<file path="src/rtl/syncfifo_pkg.sv">
// Shared types and helpers for the parametrised show-ahead FIFO.
// Occupancy is carried as one struct so every flag comes from the same count.
package syncfifo_pkg;

    localparam int MIN_DEPTH = 4;
    localparam int OCC_W     = 32;

    typedef struct packed {
        logic [OCC_W-1:0] usedw;
        logic             full;
        logic             empty;
        logic             almost_full;
        logic             almost_empty;
    } occ_t;

    function automatic int clog2(input int value);
        int r;
        r = 0;
        while ((1 << r) < value) r++;
        return r;
    endfunction

    // All flags derive from one occupancy value so they never disagree with usedw.
    function automatic occ_t occ_eval(input logic [OCC_W-1:0] u, input int depth,
                                      input int af_lvl, input int ae_lvl);
        occ_t o;
        o.usedw        = u;
        o.full         = (u == OCC_W'(depth));
        o.empty        = (u == '0);
        o.almost_full  = (u >= OCC_W'(af_lvl));
        o.almost_empty = (u <= OCC_W'(ae_lvl));
        return o;
    endfunction

endpackage

</file>
<file path="src/rtl/syncfifo_sdpram.sv">
// Simple dual-port register array: synchronous write, asynchronous read.
// The asynchronous read port is what gives the FIFO its zero-latency show-ahead head word.
module syncfifo_sdpram
    import syncfifo_pkg::*;
#(
    parameter int DW    = 71,
    parameter int DEPTH = 32,
    localparam int AW   = clog2(DEPTH)
) (
    input  logic          clock,
    input  logic          wr_en,
    input  logic [AW-1:0] wr_addr,
    input  logic [DW-1:0] wr_data,
    input  logic [AW-1:0] rd_addr,
    output logic [DW-1:0] rd_data
);

    logic [DW-1:0] mem [DEPTH];

    // Contents are intentionally never reset; the FIFO tracks validity through occupancy.
    always_ff @(posedge clock) begin
        if (wr_en) begin
            mem[wr_addr] <= wr_data;
        end
    end

    assign rd_data = mem[rd_addr];

endmodule

</file>
<file path="src/rtl/syncfifo_showahead_sclr_param.sv">
// Single-clock show-ahead FIFO with synchronous clear, sticky error flags and full+read write-through.
// Optional storage parity is enabled by defining SYNCFIFO_PARITY_EN (adds the parity_err output).
module syncfifo_showahead_sclr_param
    import syncfifo_pkg::*;
#(
    parameter int DW     = 71,
    parameter int DEPTH  = 32,
    parameter int AF_LVL = 28,
    parameter int AE_LVL = 2,
    localparam int AW    = clog2(DEPTH)
) (
    input  logic          clock,
    input  logic          sclr,
    input  logic [DW-1:0] data,
    input  logic          wrreq,
    input  logic          rdreq,
    input  logic          err_clr,
    output logic [DW-1:0] q,
    output logic [AW:0]   usedw,
    output logic          full,
    output logic          empty,
    output logic          almost_full,
    output logic          almost_empty,
    output logic          overflow,
`ifdef SYNCFIFO_PARITY_EN
    output logic          underflow,
    output logic          parity_err
`else
    output logic          underflow
`endif
);

`ifdef SYNCFIFO_PARITY_EN
    localparam int MW = DW + 1;
`else
    localparam int MW = DW;
`endif

    occ_t          occ_q;
    occ_t          occ_n;
    logic [AW-1:0] wr_ptr;
    logic [AW-1:0] rd_ptr;
    logic          overflow_q;
    logic          underflow_q;
    logic          rd_acc;
    logic          wr_acc;
    logic [MW-1:0] wr_word;
    logic [MW-1:0] rd_word;
    logic          unused_usedw_hi;

    // A read at full frees the slot, so the write is still taken that cycle.
    assign rd_acc = rdreq & ~occ_q.empty;
    assign wr_acc = wrreq & (~occ_q.full | rdreq);

    always_comb begin
        occ_n = occ_eval(occ_q.usedw + OCC_W'(wr_acc) - OCC_W'(rd_acc), DEPTH, AF_LVL, AE_LVL);
    end

`ifdef SYNCFIFO_PARITY_EN
    assign wr_word    = {^data, data};
    assign parity_err = (^rd_word) & ~occ_q.empty;
`else
    assign wr_word    = data;
`endif

    syncfifo_sdpram #(
        .DW    (MW),
        .DEPTH (DEPTH)
    ) u_ram (
        .clock   (clock),
        .wr_en   (wr_acc & ~sclr),
        .wr_addr (wr_ptr),
        .wr_data (wr_word),
        .rd_addr (rd_ptr),
        .rd_data (rd_word)
    );

    // Clear wins over everything; err_clr wins over a same-cycle error set.
    always_ff @(posedge clock) begin
        if (sclr) begin
            wr_ptr      <= '0;
            rd_ptr      <= '0;
            occ_q       <= occ_eval('0, DEPTH, AF_LVL, AE_LVL);
            overflow_q  <= 1'b0;
            underflow_q <= 1'b0;
        end else begin
            if (wr_acc) wr_ptr <= wr_ptr + AW'(1);
            if (rd_acc) rd_ptr <= rd_ptr + AW'(1);
            occ_q <= occ_n;
            if (err_clr) begin
                overflow_q  <= 1'b0;
                underflow_q <= 1'b0;
            end else begin
                if (wrreq & occ_q.full & ~rdreq) overflow_q  <= 1'b1;
                if (rdreq & occ_q.empty)         underflow_q <= 1'b1;
            end
        end
    end

    assign q               = rd_word[DW-1:0];
    assign usedw           = occ_q.usedw[AW:0];
    assign unused_usedw_hi = ^occ_q.usedw[OCC_W-1:AW+1];
    assign full            = occ_q.full;
    assign empty           = occ_q.empty;
    assign almost_full     = occ_q.almost_full;
    assign almost_empty    = occ_q.almost_empty;
    assign overflow        = overflow_q;
    assign underflow       = underflow_q;

endmodule
</file>
<file path="config.mk">
export PLATFORM = sky130hd
export DESIGN_NAME = syncfifo_showahead_sclr_param
export DESIGN_NICKNAME = d
export VERILOG_FILES = /design/src/rtl/syncfifo_pkg.sv /design/src/rtl/syncfifo_sdpram.sv /design/src/rtl/syncfifo_showahead_sclr_param.sv
export SDC_FILE = /design/constraint.sdc
export NUM_CORES = 2
export LEC_CHECK = 0
export BUFFER_PORTS_ARGS = -buffer_cell sky130_fd_sc_hd__clkbuf_2
export CORE_MARGIN = 2
export CORE_UTILIZATION = 50
export DETAILED_ROUTE_END_ITERATION = 10
export HOLD_SLACK_MARGIN = 0.03
export PLACE_DENSITY = 0.66
export SLEW_MARGIN = 30
export SYNTH_ARGS = -nofsm -noshare
export SYNTH_HDL_FRONTEND = slang
export SYNTH_SLANG_ARGS = --single-unit
</file>
<file path="constraint.sdc">
create_clock -name clock -period 16.33 [get_ports clock]
set_input_delay 4.0825 -clock clock [delete_from_list [all_inputs] [get_ports clock]]
set_output_delay 4.0825 -clock clock [all_outputs]
set_load 0.02 [all_outputs]
</file>
* Yosys cells after proc, flatten, opt, wreduce, memory -nomap -nowiden
Memories as Yosys holds them, arrays and structs flattened. A register that Yosys moved wholly into a read port is not among the register bits.
Cells that the tools add are included.
** Storage, ports and cells
- Bits in registers :: 48
- Latch bits :: 0
- Memory bits (writable) :: 2272
- Bits in read-only memories :: 0
- Output and inout port bits :: 83
- Logic and storage cells :: 34
- Memories :: 1
** Memories
- u_ram.mem :: depth 32, width 71, read ports 1, clocked after memory_dff 1, write ports 1, RTL line syncfifo_sdpram.sv:18 : logic [DW-1:0] mem [DEPTH];
** Operators by class
- $add $sub $neg :: 4
- Multiply operators :: 0
- Div/mod/pow operators :: 0
- Magnitude comparators :: 2
- Equal/unequal tests :: 1
- Shifts and indexed selects :: 0
- Multiplexer cells :: 4
- Bitwise operators :: 11
- Reduce and logical (&&, ||, !) cells :: 2
** Operators with widths (count)
- 32-bit by 1-bit adder with 32-bit output :: 1
- 32-bit by 6-bit equality test with 1-bit output, second input constant :: 1
- 32-bit by 5-bit greater-or-equal comparator with 1-bit output, second input constant :: 1
- 32-bit by 2-bit <= comparator with 1-bit output, second input constant :: 1
- 32-bit logical NOT :: 1
- 32-bit by 1-bit subtractor with 32-bit output :: 1
- 5-bit by 1-bit adder with 5-bit output, second input constant :: 2
- 5-bit 2-to-1 mux :: 2
- 1-bit bitwise AND :: 6
- 1-bit NOT :: 4
- 1-bit 2-to-1 mux :: 2
- 2-bit OR reduction :: 1
- 1-bit OR :: 1

* Depth between registers and ports, before layout
- Depth in word-level cells :: 6
- Mapped depth :: 17
- Depth with buffers taken out :: 17

* Modules after synthesis
Synthesis repeated with hierarchy kept, for this count alone.
** Unflattened totals
- Cell total of the unflattened synthesis :: 4604
- Area total of the unflattened synthesis :: 90345.4 um^2
** Modules (own cells, without submodules)
- syncfifo_sdpram :: times used 1, cells an instance 4106, area an instance 86471.7 um^2, seq. area each 68225.4 um^2
- syncfifo_showahead_sclr_param :: times used 1, cells an instance 498, area an instance 3873.7 um^2, seq. area each 960.9 um^2

* Least setup slack after synthesis
Ideal clock, no wire load.
- Path type :: input to register
- Start :: input port rdreq
- End :: memory u_ram.mem[15][0] (enable)
- Setup time :: 0.501 ns
- Arrival :: 7.890 ns
- Required time :: 15.829 ns
- Slack :: 7.940 ns
- Stages on the path :: 4
- Buffers on the path :: 0
- Cell sequence :: inv_1 > a21boi_1 > nand2_1 > nor2_1
** Between the ends
- Cells in the longest elaborated chain, start to end :: 5
** RTL lines
- from (decl) :: RTL line syncfifo_showahead_sclr_param.sv:16 : input logic rdreq,
- 1-bit OR :: RTL line syncfifo_showahead_sclr_param.sv:53 : assign wr_acc = wrreq & (~occ_q.full | rdreq);
- 1-bit bitwise AND :: RTL line syncfifo_showahead_sclr_param.sv:53
- 1-bit bitwise AND :: RTL line syncfifo_showahead_sclr_param.sv:71 : .wr_en (wr_acc & ~sclr),
- 1-bit 2-to-1 mux :: RTL line syncfifo_sdpram.sv:22 : if (wr_en) begin
- 1-bit 2-to-1 mux (implied by the code) :: RTL line syncfifo_sdpram.sv:23 : mem[wr_addr] <= wr_data;
- to (decl) :: RTL line syncfifo_sdpram.sv:18
Every way passes these cells.

==> flow_summary.toml <==
[timing]
report.final.setup_viol = 0
slew-limit-headroom_pct = 30.3
fmax_mhz = 109
finalCritPeriodShare_pct = 56.2
skew_ns = 0.0473
hold_ws_ns = 0.513
hold_viol = 0
min_period_ns = 9.17
final.setup.tns_ns = 0
worst_pin_slew_ns = 1.05
rsz0062_at_grt = "no"
slew_violations = 0

[worst_setup_path]
slowest_delay_ns = 0.80
required_ns = 12.25
r2r_cells = 15
critPathMaxFanout = 44
worst-path-stages = 7
arrival_ns = 5.09
cp_cell_sequence = "buf_12, buf_4, buf_4, mux4_2, mux4_2, mux2_2, clkbuf_2"
start_kind = "register"
end_kind = "output pin"
crit_slowest_cell = "buf_4"
cp_num_buf_inv = 4
crit_family = "buffers and inverters"
critical_path_class = "register to output pin"

[drt]
drc = 0
first_pass_iters = 5
dr_wl_met3_um = 17000
topRoutingLayerUsed = "met5"
num_vias = 42198
wl_um = 213000
wl_met1_um = 87600
viasPerCell = 6.31
dr_wl_met2_um = 103000
drtIter0Drc = 5542
routedWlPerCell_um = 31.8
ant_nets = 0

[yosys]
synth_seq_area_share_pct = 76.9
synth_xor_area_share_pct = 0.204
synthMuxAreaShare_pct = 18.7
yosys.area.top_type = "edfxtp_1"
synth_edf_count = 2272
synth_top_area_share_pct = 75.7
syn_nets = 3944
yosys_warnings = 0
async_flop_share_pct = 0
synth.most_common_cell = "edfxtp_1"
syn_area_um2 = 90100
syn_avg_cell_area_um2 = 23.5
yosys-top-cells-area = "edfxtp_1 76%, mux4_2 18%, dfxtp_1 1.2%"
synth_top_family_by_area = "multiplexers"
synth_flop_cell = "edfxtp_1"
yosys.cell_types.count = 78
synthCells = 3830
ys_seq_elements = 2325
synthSimpleGateAreaFrac_pct = 1.47
synth_commonest_cells = "2272 x edfxtp_1, 710 x mux4_2, 122 x clkbuf_1, 98 x nor2_1, 71 x mux2_2"
yosys.area_share.adder_pct = 0.536
synth_compound_area_share_pct = 1.10

[outcome]
outcome = "finished, final reports clean"

[finish]
seqCellArea_um2 = 69300
num-fill-cells = 12800
area_delta_synth_final_pct = 12.8
drive_gt1_share_pct = 32.9
final_cell_area_um2 = 102000
nNetsFinal = 4243
multiInputGateArea_um2 = 20100

[power_and_ir_drop]
powerDensity_nw_per_um2 = 130
vdd_drop_max_mv = 0.107
leakage_nw = 31.0

[floorplanning]
fp.dieW_um = 428
dieArea_um2 = 184000
initial_utilization_pct = 50.4
io_pins = 159
die_h_um = 428
core_um2 = 179000
rows = 155

[cts]
cts_setup_buffers = 0
htree_levels = 4
cts_made_buffers = 222
cts_root_buf = "clkbuf_16"
cts_tree = "built"
clkTransAtPathRegs_ns = 0.06
cts_max_path_buffers = 3
ctsHoldBuffers = 0
clock-sinks = 2325
clock_latency_ns = 0.87
cts_resized = 0

[global_route]
grt-ovfl-total = 0
first_global_vias = 42381
grt_start_max_net_pins = 152
grt_first_pass_wirelength_um = 304000
grt_use_total_pct = 23.2
antenna_found_initial = 20

[worst_hold_path]
hold_path_class = "register to register"
min_path_cells = 2

[run]
cap_violations = 0

[place]
hpwlAfterDp_um = 107000
gp_routability_congestion = 0.843
port_buffers = 158
dpl_cell_area_um2 = 94300
==> cell usage in the layout (no fill, tap or decap), drive strengths merged, types with 3 or more instances in the layout <==
cell type	count
xor2	11
ha	37
buf	114
clkinv	116
a21oi	42
a21boi	5
and3	9
o21a	6
o211a	3
nor2	98
a22oi	4
inv	52
dfxtp	53
nand4	18
clkinvlp	8
or2	4
and2	9
a31oi	5
mux4	710
mux2i	5
and4	3
bufinv	15
xnor2	10
edfxtp	2272
o2111ai	6
nor2b	5
or3	9
o211ai	8
diode	6
a21o	7
mux2	71
nand2	55
a31o	3
a211oi	3
nand3	26
nor3	15
nor4	4
o21ai	35
clkbuf	432
==> worst reg2reg max path: cells and delay by family (launching register included) <==
family                     cells  cell delay, ns
and+or+nand+nor                7            2.05
AOI/OAI and AO/OA              3            1.02
adders and majority gates      3            0.95
DFF                            1            0.32
buffers and inverters          2            0.11
==> metrics by stage <==
stage / setup slack, ns / utilization [%] / total power, mW / cells
final: 7.16 / 56.8 / 13.2 / 6686
after global routing: 6.79 / 56.8 / 13.7 / 6685
after CTS: 6.82 / 56.7 / 13.3 / 6673
after detailed placement: 7.79 / 52.7 / 8.30 / 6253
after global placement: 7.81 / 52.6 / 8.28 / 6242
after floorplan: 7.94 / - / 7.88 / 3830
==> registers in the layout, summed over array words and instances (netlist names), named ones only <==
register / flops
usedw: 6
occ_q: 26
wr_ptr: 5
almost_empty: 1
overflow: 1
almost_full: 1
rd_ptr: 5
underflow: 1
u_ram.mem: 2272
full: 1
empty: 1
==> area by class of cell <==
cell class,count,share of cell area (%)
diodes,6,0.0148
clock buffers,274,5.68
inverters,45,0.166
flip-flops and latches,2325,68.2
repair buffers,272,1.97
clock inverters,146,1.33
well taps,2355,2.90
multi-input cells,1263,19.7
==> worst paths after layout <==
kind | from | endpoint | slack (ns)
max reg2reg | empty | full | 11.81
min reg2reg | underflow | underflow | 0.51
min | underflow | underflow | 0.51
max | register | q[17] | 7.16
==> metal layers <==
layer | global-route usage, % | up-vias
met5 | 0 | -
met4 | 6.55 | 14
met3 | 4.10 | 326
met2 | 36.3 | 1917
met1 | 34.1 | 22894
li1 | - | 17047
==> kinds of logic after synthesis <==
family / after synthesis
multiplexers: 786
AO/OA/AOI/OAI: 147
flip-flops: 2325
buffers and inverters: 242
adder cells (fa/ha/maj): 38
AND/OR/NAND/NOR: 271
XOR/XNOR: 21
==> power by group <==
part	switching [mW]	internal [mW]
sequential	0.0285	6.60
clock	2.23	2.77
combinational	0.949	0.608
total	3.21	9.98
Note: power is estimated with default switching activity, not from simulation.
